File: src/rtl/rvseed_rd_arb.sv
// rvseed_rd_arb
// Shares one AXI read master port (AR + R) between two requesters:
// requester 0 is the instruction fetch unit and requester 1 is the load unit.
// Only one read transaction is in flight at a time. The AR and R paths are
// combinational pass-through muxes that steer by the latched grant.
//
// Ports
//   clk, rst_n            clock, synchronous active-low reset
//   enable                gates new grants only; in-flight work completes
//   m0_* / m1_*           requester AR inputs, R outputs, arready/rready
//   s_*                   shared bus master port (AR outputs, R inputs)
//   gnt                   current or last granted requester (debug)
//   busy                  a transaction is in ADDR or DATA

`ifndef AXI_ID_WIDTH
`define AXI_ID_WIDTH 4
`endif
`ifndef AXI_ADDR_WIDTH
`define AXI_ADDR_WIDTH 32
`endif
`ifndef AXI_DATA_WIDTH
`define AXI_DATA_WIDTH 32
`endif
`ifndef AXI_LEN_WIDTH
`define AXI_LEN_WIDTH 8
`endif
`ifndef AXI_SIZE_WIDTH
`define AXI_SIZE_WIDTH 3
`endif
`ifndef AXI_BURST_WIDTH
`define AXI_BURST_WIDTH 2
`endif
`ifndef AXI_RESP_WIDTH
`define AXI_RESP_WIDTH 2
`endif
`ifndef AXI_LOCK_WIDTH
`define AXI_LOCK_WIDTH 1
`endif
`ifndef AXI_CACHE_WIDTH
`define AXI_CACHE_WIDTH 4
`endif
`ifndef AXI_PROT_WIDTH
`define AXI_PROT_WIDTH 3
`endif
`ifndef AXI_QOS_WIDTH
`define AXI_QOS_WIDTH 4
`endif
`ifndef AXI_REGION_WIDTH
`define AXI_REGION_WIDTH 4
`endif

module rvseed_rd_arb #(
   parameter int FIXED_PRIO = 0
) (
   input  logic                          clk,
   input  logic                          rst_n,
   input  logic                          enable,
   // requester 0
   input  logic                          m0_arvalid,
   output logic                          m0_arready,
   input  logic [`AXI_ID_WIDTH-1:0]      m0_arid,
   input  logic [`AXI_ADDR_WIDTH-1:0]    m0_araddr,
   input  logic [`AXI_LEN_WIDTH-1:0]     m0_arlen,
   input  logic [`AXI_SIZE_WIDTH-1:0]    m0_arsize,
   input  logic [`AXI_BURST_WIDTH-1:0]   m0_arburst,
   output logic                          m0_rvalid,
   input  logic                          m0_rready,
   output logic [`AXI_ID_WIDTH-1:0]      m0_rid,
   output logic [`AXI_DATA_WIDTH-1:0]    m0_rdata,
   output logic [`AXI_RESP_WIDTH-1:0]    m0_rresp,
   output logic                          m0_rlast,
   // requester 1
   input  logic                          m1_arvalid,
   output logic                          m1_arready,
   input  logic [`AXI_ID_WIDTH-1:0]      m1_arid,
   input  logic [`AXI_ADDR_WIDTH-1:0]    m1_araddr,
   input  logic [`AXI_LEN_WIDTH-1:0]     m1_arlen,
   input  logic [`AXI_SIZE_WIDTH-1:0]    m1_arsize,
   input  logic [`AXI_BURST_WIDTH-1:0]   m1_arburst,
   output logic                          m1_rvalid,
   input  logic                          m1_rready,
   output logic [`AXI_ID_WIDTH-1:0]      m1_rid,
   output logic [`AXI_DATA_WIDTH-1:0]    m1_rdata,
   output logic [`AXI_RESP_WIDTH-1:0]    m1_rresp,
   output logic                          m1_rlast,
   // shared bus port
   output logic                          s_arvalid,
   input  logic                          s_arready,
   output logic [`AXI_ID_WIDTH-1:0]      s_arid,
   output logic [`AXI_ADDR_WIDTH-1:0]    s_araddr,
   output logic [`AXI_LEN_WIDTH-1:0]     s_arlen,
   output logic [`AXI_SIZE_WIDTH-1:0]    s_arsize,
   output logic [`AXI_BURST_WIDTH-1:0]   s_arburst,
   output logic [`AXI_LOCK_WIDTH-1:0]    s_arlock,
   output logic [`AXI_CACHE_WIDTH-1:0]   s_arcache,
   output logic [`AXI_PROT_WIDTH-1:0]    s_arprot,
   output logic [`AXI_QOS_WIDTH-1:0]     s_arqos,
   output logic [`AXI_REGION_WIDTH-1:0]  s_arregion,
   input  logic                          s_rvalid,
   output logic                          s_rready,
   input  logic [`AXI_ID_WIDTH-1:0]      s_rid,
   input  logic [`AXI_DATA_WIDTH-1:0]    s_rdata,
   input  logic [`AXI_RESP_WIDTH-1:0]    s_rresp,
   input  logic                          s_rlast,
   // status
   output logic                          gnt,
   output logic                          busy
);

   typedef enum logic [1:0] {IDLE, ADDR, DATA} state_t;

   state_t state, state_nxt;
   logic   prio;
   logic   grant_go, grant_pick, ar_fire, r_done;

   // A tie goes to prio in round-robin mode, to requester 0 in fixed mode.
   // With a single requester, m1_arvalid alone identifies it.
   assign grant_go   = enable && (m0_arvalid || m1_arvalid);
   assign grant_pick = (m0_arvalid && m1_arvalid)
                       ? ((FIXED_PRIO != 0) ? 1'b0 : prio)
                       : m1_arvalid;

   assign ar_fire = s_arvalid && s_arready;
   // s_rready is already zero outside DATA, so this only fires in DATA
   assign r_done  = s_rvalid && s_rready && s_rlast;

   // state register, grant and tie-break registers
   always_ff @(posedge clk) begin
      if (!rst_n) begin
         state <= IDLE;
         gnt   <= 1'b0;
         prio  <= 1'b0;
      end else begin
         state <= state_nxt;
         if (state == IDLE && grant_go)
            gnt <= grant_pick;
         if (r_done)
            prio <= ~gnt;
      end
   end

   // next-state logic
   always_comb begin
      state_nxt = state;
      case (state)
         IDLE:    if (grant_go) state_nxt = ADDR;
         ADDR:    if (ar_fire)  state_nxt = DATA;
         DATA:    if (r_done)   state_nxt = IDLE;
         default: state_nxt = IDLE;
      endcase
   end

   // handshake steering; the non-granted side always sees zeros
   always_comb begin
      s_arvalid  = 1'b0;
      s_rready   = 1'b0;
      m0_arready = 1'b0;
      m1_arready = 1'b0;
      m0_rvalid  = 1'b0;
      m1_rvalid  = 1'b0;
      case (state)
         ADDR: begin
            s_arvalid  = gnt ? m1_arvalid : m0_arvalid;
            m0_arready = !gnt && s_arready;
            m1_arready =  gnt && s_arready;
         end
         DATA: begin
            s_rready  = gnt ? m1_rready : m0_rready;
            m0_rvalid = !gnt && s_rvalid;
            m1_rvalid =  gnt && s_rvalid;
         end
         default: ;
      endcase
   end

   // AR payload follows the grant; it only matters while s_arvalid is high
   assign s_arid    = gnt ? m1_arid    : m0_arid;
   assign s_araddr  = gnt ? m1_araddr  : m0_araddr;
   assign s_arlen   = gnt ? m1_arlen   : m0_arlen;
   assign s_arsize  = gnt ? m1_arsize  : m0_arsize;
   assign s_arburst = gnt ? m1_arburst : m0_arburst;

   assign s_arlock   = '0;
   assign s_arcache  = '0;
   assign s_arprot   = '0;
   assign s_arqos    = '0;
   assign s_arregion = '0;

   // R payload is broadcast; rvalid alone says who owns the beat
   assign m0_rid   = s_rid;
   assign m0_rdata = s_rdata;
   assign m0_rresp = s_rresp;
   assign m0_rlast = s_rlast;
   assign m1_rid   = s_rid;
   assign m1_rdata = s_rdata;
   assign m1_rresp = s_rresp;
   assign m1_rlast = s_rlast;

   assign busy = (state != IDLE);

endmodule
File: config.mk
export PLATFORM = sky130hd
export DESIGN_NAME = rvseed_rd_arb
export DESIGN_NICKNAME = d
export VERILOG_FILES = /design/src/rtl/rvseed_rd_arb.sv
export SDC_FILE = /design/constraint.sdc
export NUM_CORES = 1
export LEC_CHECK = 0
export BUFFER_PORTS_ARGS = -buffer_cell sky130_fd_sc_hd__buf_2
export CAP_MARGIN = 20
export CORE_AREA = 2 2 115 117
export DETAILED_ROUTE_END_ITERATION = 12
export DIE_AREA = 0 0 117 119
export GPL_ROUTABILITY_DRIVEN = 0
export MAX_ROUTING_LAYER = met4
export PLACE_DENSITY_LB_ADDON = 0.3
export SLEW_MARGIN = 30
export SYNTH_ARGS = -nofsm -noshare
export SYNTH_HDL_FRONTEND = slang
export SYNTH_SLANG_ARGS = --single-unit
File: constraint.sdc
create_clock -name clk -period 3.26 [get_ports clk]
set_input_delay 0.489 -clock clk [delete_from_list [all_inputs] [get_ports clk]]
set_output_delay 0.489 -clock clk [all_outputs]
set_load 0.01 [all_outputs]
# ---- After elaboration in Yosys (flattened, before gate mapping)
# Index checks and enable logic that the tools add are counted.
dict set report classes {
  mux 18
  n_eq_ne 5
  reduce_logical 15
  n_bitwise 1
}
# operator n
set ops {}
lappend ops {{$mux 32} 1}
lappend ops {{$logic_and 1x1->1} 10}
lappend ops {{$mux 1} 9}
lappend ops {{$mux 2} 4}
lappend ops {{$mux 8} 1}
lappend ops {{$ne 2x2->1 const B} 3}
lappend ops {{$pmux 2 s3} 1}
lappend ops {{$mux 4} 1}
lappend ops {{$mux 3} 1}
lappend ops {{$reduce_and 3->1} 1}
lappend ops {{$eq 2x1->1 const B} 1}
lappend ops {{$eq 2x2->1 const B} 1}
lappend ops {{$logic_not 2->1} 1}
lappend ops {{$reduce_bool 2->1} 1}
lappend ops {{$logic_not 1->1} 1}
lappend ops {{$logic_or 1x1->1} 1}
lappend ops {{$not 1->1} 1}
dict set report totals {
  ff_bits 4
  input_bits 146
  elab_cells 42
}

# ---- Depth between registers and ports, before layout
# Gate-level depths: netlist of run 1.
dict set report depth {
  ltp_word 6
  depth_mapped 4
}

# ---- Worst setup path after synthesis of run 1
# OpenSTA, ideal clock, no wires.
dict set report synth_timing {
  path_kind {register to output}
  startpoint {reg gnt}
  endpoint {out s_araddr[0]}
  path_buffers 2
  arrival_time_ns 1.112
  setup_slack_ns 1.659
  required_ns 2.771
  stages_incl_launch_ff 4
  cell_sequence {dfxtp_1 -> buf_6 -> buf_2 -> mux2_2}
}
dict set report synth_between {
  elab_chain_cells 1
}
# item line
set synth_lines {}
lappend synth_lines {{start: declaration} 106} ;# output logic gnt,
lappend synth_lines {{start signal: assignment} 136} ;# gnt <= grant_pick;
lappend synth_lines {{$mux 32} 178} ;# assign s_araddr = gnt ? m1_araddr : m0_araddr;
lappend synth_lines {{end: declaration} 90} ;# output logic [`AXI_ADDR_WIDTH-1:0] s_araddr,
# Every way passes these cells.

# ---- Final worst setup path of run 1
dict set report layout_timing {
  startpoint {reg gnt}
  endpoint {out s_arlen[5]}
}
dict set report layout_between {
  elab_chain_cells 1
}
# item line
set layout_lines {}
lappend layout_lines {{$mux 8} 179} ;# assign s_arlen = gnt ? m1_arlen : m0_arlen;
lappend layout_lines {{end: declaration} 91} ;# output logic [`AXI_LEN_WIDTH-1:0] s_arlen,
# Every way passes these cells.

==> run_results.csv, run 1 <==
group,metric,value,unit
placed_design,hpwlAfterDp,4186,um
synth,synth_area,0.001579,mm2
critical_path,path_depth,3,
critical_path,critPathLaunchType,"register",
placed_design,postPlaceCellArea,0.001966,mm2
pwr,peakVddDrop,136.1,uV
synth,yosysWarnings,0,
sta,drv_slew,0,
global_routing,first_global_vias,1379,
sta,max-slew-margin-rel,0.5301,
sta,min_period,2.283,ns
clocking,cts_root_buf,"clkbuf_16",
finish,drive_gt1_frac,0.8321,
clocking,numCtsBuffers,3,
critical_path,crit_buf_inv,2,
sta,finalCritPeriodShare,0.7003,
outcome,outcome,"completed",
finish,ff_latch_area,81.33,um2
critical_path,reg2reg_depth,4,
worst_hold_path,hold_depth,2,
floorplanning,fp.dieW,117,um
routing,wire_per_inst,10.73,um
placed_design,portBuffers,166,
synth,synthDominantCellAreaShare,0.4469,
clocking,cts_htree_levels,1,
finish,area_delta_synth_final,29.24,%
floorplanning,placementRows,42,
clocking,cts_hold_buf,0,
sta,fmax,0.4380,GHz
clocking,cts_buffer_depth,2,
sta,rsz0062_at_grt,"false",
routing,route.detailed.drc,0,
critical_path,cp.required,2.77,ns
critical_path,slowest_delay,0.76,ns
worst_hold_path,min_path_type,"input pin to register",
critical_path,crit_slowest_cell,"dfxtp_2",
job,maxCapViolations,0,
floorplanning,die_h,119,um
sta,setup_tns,0,ns
global_routing,grt_max_degree,31,
synth,synthTopCellsByArea,"buf_4 (45%), mux2_2 (35%), dfxtp_1 (5.1%)",
clocking,clock_sinks,4,
sta,clock-skew-final,0.002081,ns
sta,layout_setup_ws,0.9770,ns
routing,num_vias,1450,
finish,fillers,1451,
synth,synth.ff_latch_count,4,
floorplanning,core,0.01287,mm2
critical_path,crit_family,"flip-flops",
floorplanning,start_util,0.1226,
global_routing,gr-total-overflow,0,
pwr,power_density,248.2,mW/mm2
worst_hold_path,min_to,"prio$_SDFFE_PN0P_",
critical_path,critical_path_arrival,1.79,ns
critical_path,crit_chain,"buf_12 > mux2_2 > buf_2",
critical_path,rrSetupSlack,1.58,ns
critical_path,rr_endpoint,"state[0]$_SDFFE_PN0P_",
sta,setup_viol,0,
critical_path,r2r_start,"gnt$_SDFFE_PN0P_",
finish,nNetsFinal,416,
clocking,post_cts_buffers,0,
finish,multi_input_area,790.8,um2
global_routing,grt_pass1_wl,6175,um
sta,tightest_slew,0.7049,ns
critical_path,worst_setup_path_end_kind,"output pin",
routing,wirelength,4763,um
clocking,cts_tree,"built",
critical_path,critPathMaxFanout,30,
finish,diodes,0,
floorplanning,ioPinCount,297,
clocking,insertion_delay,0.22,ns
routing,ant_nets,0,
clocking,clkTransAtPathRegs,0.03,ns
critical_path,worst-setup-path-type,"register to output pin",
global_routing,grt_usage,0.05842,
routing,viasPerCell,3.266,
sta,hold_violations,0,
floorplanning,dieArea,0.01392,mm2
finish,design_area,0.002041,mm2
routing,dr.pass1.iters,4,
clocking,cts_resized,0,
routing,drt_iter0_markers,15,
placed_design,pre_cts_slack,1.139,ns
synth,netlist_instances,183,
worst_hold_path,hp-start,"rst_n",
synth,syn_avg_cell_area,8.628,um2
global_routing,antenna_found_initial,0,
synth,yosys.area.top_type,"buf_4",
synth,ys_seq_area_frac,0.05071,
synth,synth.distinct_cells,24,
pwr,p_leak,1.070,nW
## worst max path at each step
stage	start	end	slack, ns
after detailed placement	gnt$_SDFFE_PN0P_	m1_arready	1.14
after global routing	gnt$_SDFFE_PN0P_	s_arvalid	0.84
after global placement	gnt$_SDFFE_PN0P_	m1_arready	1.17
after floorplan	gnt$_SDFFE_PN0P_	s_araddr[0]	1.66
after CTS	gnt$_SDFFE_PN0P_	m1_arready	0.90
final	gnt$_SDFFE_PN0P_	s_arlen[5]	0.98
## cells by family (layout without fill, tap and decap cells)
logic type      after synthesis  after routing  share of synthesized area
buf+inv                     106            176                     0.4842
simple gates                 12             12                    0.04199
compound gates                9              9                    0.05072
flops                         4              4                    0.05072
mux                          51             51                     0.3700
other cells                   1             16                   0.002375
## power breakdown
part | internal (mW) | switching [mW] | total (mW)
clock network | 0.157 | 0.0327 | 0.189
logic | 0.140 | 0.114 | 0.254
registers | 0.0535 | 0.0100 | 0.0635
total | 0.350 | 0.156 | 0.507
## layer usage
layer  vias to the layer above  track usage  wire length, um
li1                        671            -                -
met1                       649      0.05068             1774
met2                       119       0.1134             2379
met3                        11      0.02443              580
met4                         0      0.01397               28
met5                         -            -                0
## Yosys cell counts (all sizes together)
cell type,number
and3,2
o21ai,1
o21ba,1
o21bai,1
dfxtp,4
mux2i,2
o31ai,1
o211a,1
nor2,3
inv,6
mux2,49
a211oi,1
a21oi,1
nand4b,1
nand2b,1
o2111ai,1
nor2b,2
o311a,1
nor3,3
conb,1
buf,100
## sequential cells by signal, indices dropped and copies added (netlist names)
name,cells
gnt,1
state,2
prio,1
## area by class of cell
type                            instances  area share
Timing Repair Buffer                  167      0.4169
Multi-Input combinational cell         88      0.3875
Tap cell                              176      0.1079
Clock buffer                            3     0.03679
Inverter                                6     0.01104
Sequential cell                         4     0.03985
## cell usage in the layout (no fill, tap or decap)
cell type	n
buf_2	166
mux2_2	49
conb_1	16
inv_1	6
nor2_1	3
nor3_1	3
clkbuf_16	3
dfxtp_1	3
nor2b_1	2
and3_1	2
mux2i_1	1
nand2b_1	1
mux2i_4	1
o31ai_1	1
o2111ai_1	1
a21oi_1	1
nand4b_1	1
o21ai_2	1
o21ba_1	1
a211oi_2	1
o21bai_1	1
o311a_1	1
o211a_1	1
dfxtp_2	1
buf_12	1
## stage by stage
stage	power [mW]	cells	hold WS, ns	util
detailed placement	0.3219	441	0.6030	0.1527
finish	0.5065	444	0.5358	0.1585
floorplan	0.3036	198	0.5610	-
CTS	0.5156	444	0.5349	0.1585
global route	0.5406	444	0.5424	0.1585
global placement	0.3195	441	0.6184	0.1527
No activity file was read; power rests on OpenSTA's default activity.
==> inputs of run 2 (changes only) <==
- CORE_AREA: 2 2 115 117 -> 2 2 116 118
- DIE_AREA: 0 0 117 119 -> 0 0 118 120
- clock period: 3.26 -> 2 ns (I/O delays scaled with it)
==> run 2 against run 1 <==
  * Flip-flop and latch count did not move
  * Largest power group unchanged
  * Clock-buffer cell count did not move
  * Worst setup slack got worse by 0.80 ns
  * Sequential power rose by 53%
  * Die area rose by 1.7%
  * Non-clock buffer count rose by 1
  * Routed wire length fell by 5.2%
  * Critical path depth did not move
  * Via count fell by 1.2%
==> run_results.csv, run 2 (synthesis results as in run 1) <==
group,metric,value,unit
placed_design,hpwlAfterDp,4069,um
worst_hold_path,hold_depth,2,
finish,nNetsFinal,417,
global_routing,grt_usage,0.05926,
critical_path,worst-setup-path-type,"register to output pin",
routing,wire_per_inst,10.13,um
routing,viasPerCell,3.211,
floorplanning,die_h,120,um
sta,hold_violations,0,
clocking,insertion_delay,0.22,ns
critical_path,r2r_start,"gnt$_SDFFE_PN0P_",
pwr,p_leak,1.075,nW
floorplanning,fp.dieW,118,um
routing,num_vias,1432,
finish,reg_top3,"state: 2 flops, gnt: 1 flops, prio: 1 flops",
clocking,cts_root_buf,"clkbuf_16",
routing,wirelength,4517,um
clocking,cts_buffer_depth,2,
sta,rsz0062_at_grt,"false",
critical_path,reg2reg_depth,4,
critical_path,startpoint,"gnt$_SDFFE_PN0P_",
finish,layout_common_cells,"buf_2 (166), mux2_2 (49), conb_1 (16)",
sta,drv_slew,0,
finish,largest_reg_flops,2,
finish,top_register,"state",
finish,mostFrequentLayoutCell,"buf_2",
routing,dr.pass1.iters,4,
sta,fmax,0.5496,GHz
job,maxCapViolations,0,
floorplanning,ioPinCount,297,
clocking,cts_tree,"built",
finish,fin_util,0.1580,
global_routing,antenna_found_initial,1,
finish,drive_gt1_frac,0.8327,
clocking,post_cts_buffers,0,
global_routing,grt_max_degree,36,
clocking,clkTransAtPathRegs,0.03,ns
placed_design,pre_cts_slack,0.3975,ns
critical_path,critical_path_arrival,1.52,ns
global_routing,gr-total-overflow,0,
clocking,clock_sinks,4,
routing,ant_nets,0,
floorplanning,dieArea,0.01416,mm2
critical_path,critPathLaunchType,"register",
critical_path,critPathMaxFanout,35,
outcome,outcome,"completed",
sta,hold_slack,0.3559,ns
global_routing,first_global_vias,1430,
sta,setup_tns,0,ns
placed_design,portBuffers,166,
sta,finalCritPeriodShare,0.9098,
clocking,cts_resized,0,
floorplanning,start_util,0.1217,
critical_path,worst_setup_path_end_kind,"output pin",
worst_hold_path,hp-start,"rst_n",
sta,clock-skew-final,0.0002361,ns
clocking,cts_htree_levels,1,
routing,route.detailed.drc,0,
finish,area_delta_synth_final,29.87,%
worst_hold_path,min_path_type,"input pin to register",
sta,layout_setup_ws,0.1804,ns
routing,drt_iter0_markers,23,
sta,min_period,1.820,ns
clocking,cts_hold_buf,0,
floorplanning,placementRows,42,
pwr,power_density,400.8,mW/mm2
global_routing,grt_pass1_wl,6651,um
clocking,numCtsBuffers,3,
sta,setup_viol,0,
critical_path,cp.required,1.70,ns
pwr,peakVddDrop,184.7,uV
floorplanning,core,0.01298,mm2
-- run 2: changes by cell type in the layout (fill, tap and decap cells not counted) --
| cell | before | now |
|---|---|---|
| buf_4 | 0 | 1 |
| diode_2 | 0 | 1 |
-- run 2: final cells by class --
cell class	count	area (um2)
Inverter	6	22.52
Timing Repair Buffer	168	858.3
Clock buffer	3	75.07
Antenna cell	1	2.502
Tap cell	176	220.2
Fill cell	1467	10930
Multi-Input combinational cell	88	790.8
Sequential cell	4	81.33
-- run 2: power breakdown --
| part | switching (mW) | internal [mW] | total [mW] |
|---|---|---|---|
| Combinational | 0.189 | 0.230 | 0.419 |
| Clock | 0.0509 | 0.255 | 0.306 |
| Sequential | 0.00994 | 0.0872 | 0.0972 |
| Total | 0.250 | 0.572 | 0.822 |
-- run 2: critical path, cell delays in order (launching register included) --
cell and delay [ns]:
dfxtp_2 0.51, buf_12 0.25, mux2_2 0.37, buf_2 0.14
-- run 2: routing by layer --
layer	share of wire	vias up	global-route usage
li1	-	679	-
met1	0.35	636	0.05481
met2	0.51	108	0.1108
met3	0.14	9	0.02471
met4	0.0095	0	0.01883
met5	0	-	-
-- run 2: path summary, 6_finish.rpt --
kind                                         endpoint  slack [ns]
worst max-delay path                      s_araddr[3]        0.18
worst min-delay path            state[0]$_SDFFE_PN0P_        0.36
worst max register to register  state[0]$_SDFFE_PN0P_        0.58
worst min register to register       gnt$_SDFFE_PN0P_        0.59
-- run 2: through the flow --
stage                     total power [mW]  cells  area, um2
final                               0.8219    446       2051
after global routing                0.8760    446       2051
after CTS                           0.8343    445       2048
after detailed placement            0.5229    442       1973
after global placement              0.5199    442       1973
after floorplan                     0.4949    198       1635
==> inputs of run 3 (changes only) <==
- PLACE_DENSITY: default -> 0.51
- PLACE_DENSITY_LB_ADDON: 0.3 -> default
==> run 3 against run 2 <==
  * Hold slack worse by 0.0087 ns
  * Final cell count up 0.67%
  * Core utilization up 0.096 points
  * Global-route usage up 0.68 points
  * Fmax up 3.3%
  * Clock-buffer cell count unchanged
  * Critical endpoint is now s_araddr[17]
  * Flip-flop and latch count unchanged
  * Die area unchanged
  * Combinational power up 1%
  * Total power up 0.71%
==> run_results.csv, run 3 (synthesis results as in run 1) <==
group,metric,value,unit
critical_path,worst-setup-path-type,"register to output pin",
sta,rsz0062_at_grt,"false",
pwr,peakVddDrop,219.9,uV
routing,route.detailed.drc,0,
global_routing,grt_pass1_wl,6969,um
critical_path,crit_chain,"buf_4 > mux2_2 > buf_2",
routing,drt_iter0_markers,22,
outcome,outcome,"completed",
routing,wire_per_inst,10.99,um
floorplanning,fp.dieW,118,um
pwr,p_leak,1.081,nW
finish,top_register,"state",
global_routing,grt_max_degree,29,
sta,fmax,0.5675,GHz
sta,layout_setup_ws,0.2378,ns
critical_path,cp.required,1.70,ns
global_routing,first_global_vias,1329,
placed_design,pre_cts_slack,0.4574,ns
critical_path,critPathMaxFanout,12,
finish,mostFrequentLayoutCell,"buf_2",
sta,drv_slew,0,
critical_path,crit_buf_inv,2,
clocking,cts_root_buf,"clkbuf_16",
floorplanning,dieArea,0.01416,mm2
sta,finalCritPeriodShare,0.8811,
clocking,cts_tree,"built",
finish,nNetsFinal,418,
routing,num_vias,1419,
clocking,clock_sinks,4,
clocking,clkTransAtPathRegs,0.03,ns
critical_path,critical_path_arrival,1.46,ns
clocking,insertion_delay,0.22,ns
critical_path,worst_setup_path_end_kind,"output pin",
finish,final_cells,449,
sta,min_period,1.762,ns
floorplanning,core,0.01298,mm2
finish,layout_common_cells,"buf_2 (166), mux2_2 (49), conb_1 (16)",
sta,hold_slack,0.3472,ns
finish,fillers,1500,
clocking,post_cts_buffers,0,
critical_path,critPathLaunchType,"register",
clocking,cts_hold_buf,0,
routing,wirelength,4933,um
routing,dr.pass1.iters,3,
clocking,cts_resized,0,
placed_design,dp_cells,443,
routing,ant_nets,0,
global_routing,grt_usage,0.06610,
finish,reg_top3,"state: 2 flops, gnt: 1 flops, prio: 1 flops",
sta,clock-skew-final,0.003861,ns
finish,largest_reg_flops,2,
critical_path,slowest_delay,0.46,ns
job,maxCapViolations,0,
floorplanning,placementRows,42,
floorplanning,die_h,120,um
routing,viasPerCell,3.160,
pwr,total_power,0.8278,mW
critical_path,crit_slowest_cell,"dfxtp_2",
worst_hold_path,min_path_type,"input pin to register",
sta,setup_viol,0,
sta,setup_tns,0,ns
clocking,cts_buffer_depth,2,
placed_design,portBuffers,166,
clocking,cts_htree_levels,1,
global_routing,antenna_found_initial,3,
global_routing,gr-total-overflow,0,
finish,drive_gt1_frac,0.8333,
finish,area_delta_synth_final,30.67,%
clocking,numCtsBuffers,3,
floorplanning,ioPinCount,297,
pwr,power_density,401.2,mW/mm2
critical_path,crit_family,"flip-flops",
floorplanning,start_util,0.1217,
sta,hold_violations,0,
placed_design,hpwlAfterDp,4491,um
-- run 3: cell types whose count changed in the layout (fill, tap and decap cells not counted) --
cell | before | now
diode_2 | 1 | 3
buf_4 | 1 | 2
-- run 3: layer usage --
layer | GRT usage | routed length, um | vias to the layer above
li1 | - | - | 682
met1 | 0.05541 | 1571 | 594
met2 | 0.1141 | 2371 | 123
met3 | 0.04943 | 874 | 20
met4 | 0.02108 | 115 | 0
met5 | - | 0 | -
-- run 3: layout make-up --
cell class | instances | area [um2] | share of cell area
repair buffers | 169 | 865.8 | 0.4196
multi-input cells | 88 | 790.8 | 0.3833
well taps | 176 | 220.2 | 0.1067
flip-flops and latches | 4 | 81.33 | 0.03942
clock buffers | 3 | 75.07 | 0.03639
inverters | 6 | 22.52 | 0.01092
diodes | 3 | 7.507 | 0.003639
-- run 3: metrics by stage --
stage                     utilization  cell area (um2)
final                          0.1590             2063
after global routing           0.1590             2063
after CTS                      0.1584             2056
after detailed placement       0.1526             1981
after global placement         0.1526             1981
after floorplan                     -             1635
-- run 3: worst paths after layout --
| check | from | to | slack [ns] | cells after the start |
|---|---|---|---|---|
| hold / removal | rst_n | prio$_SDFFE_PN0P_ | 0.35 | 2 |
| hold reg to reg | state[1]$_SDFFE_PN0P_ | gnt$_SDFFE_PN0P_ | 0.60 | 3 |
| setup reg to reg | gnt$_SDFFE_PN0P_ | state[1]$_SDFFE_PN0P_ | 0.60 | 4 |
| setup / recovery | gnt$_SDFFE_PN0P_ | s_araddr[17] | 0.24 | 3 |
-- run 3: power by group --
part           internal, mW  switching (mW)
clock network         0.255          0.0532
registers            0.0872         0.00857
logic                 0.231           0.192
-- run 3: worst reg2reg max path, delay by kind of cell (launching register included) --
family	cells	cell delay, ns
flip-flops	1	0.46
AO/OA/AOI/OAI	2	0.32
buffers and inverters	1	0.23
multiplexers	1	0.30
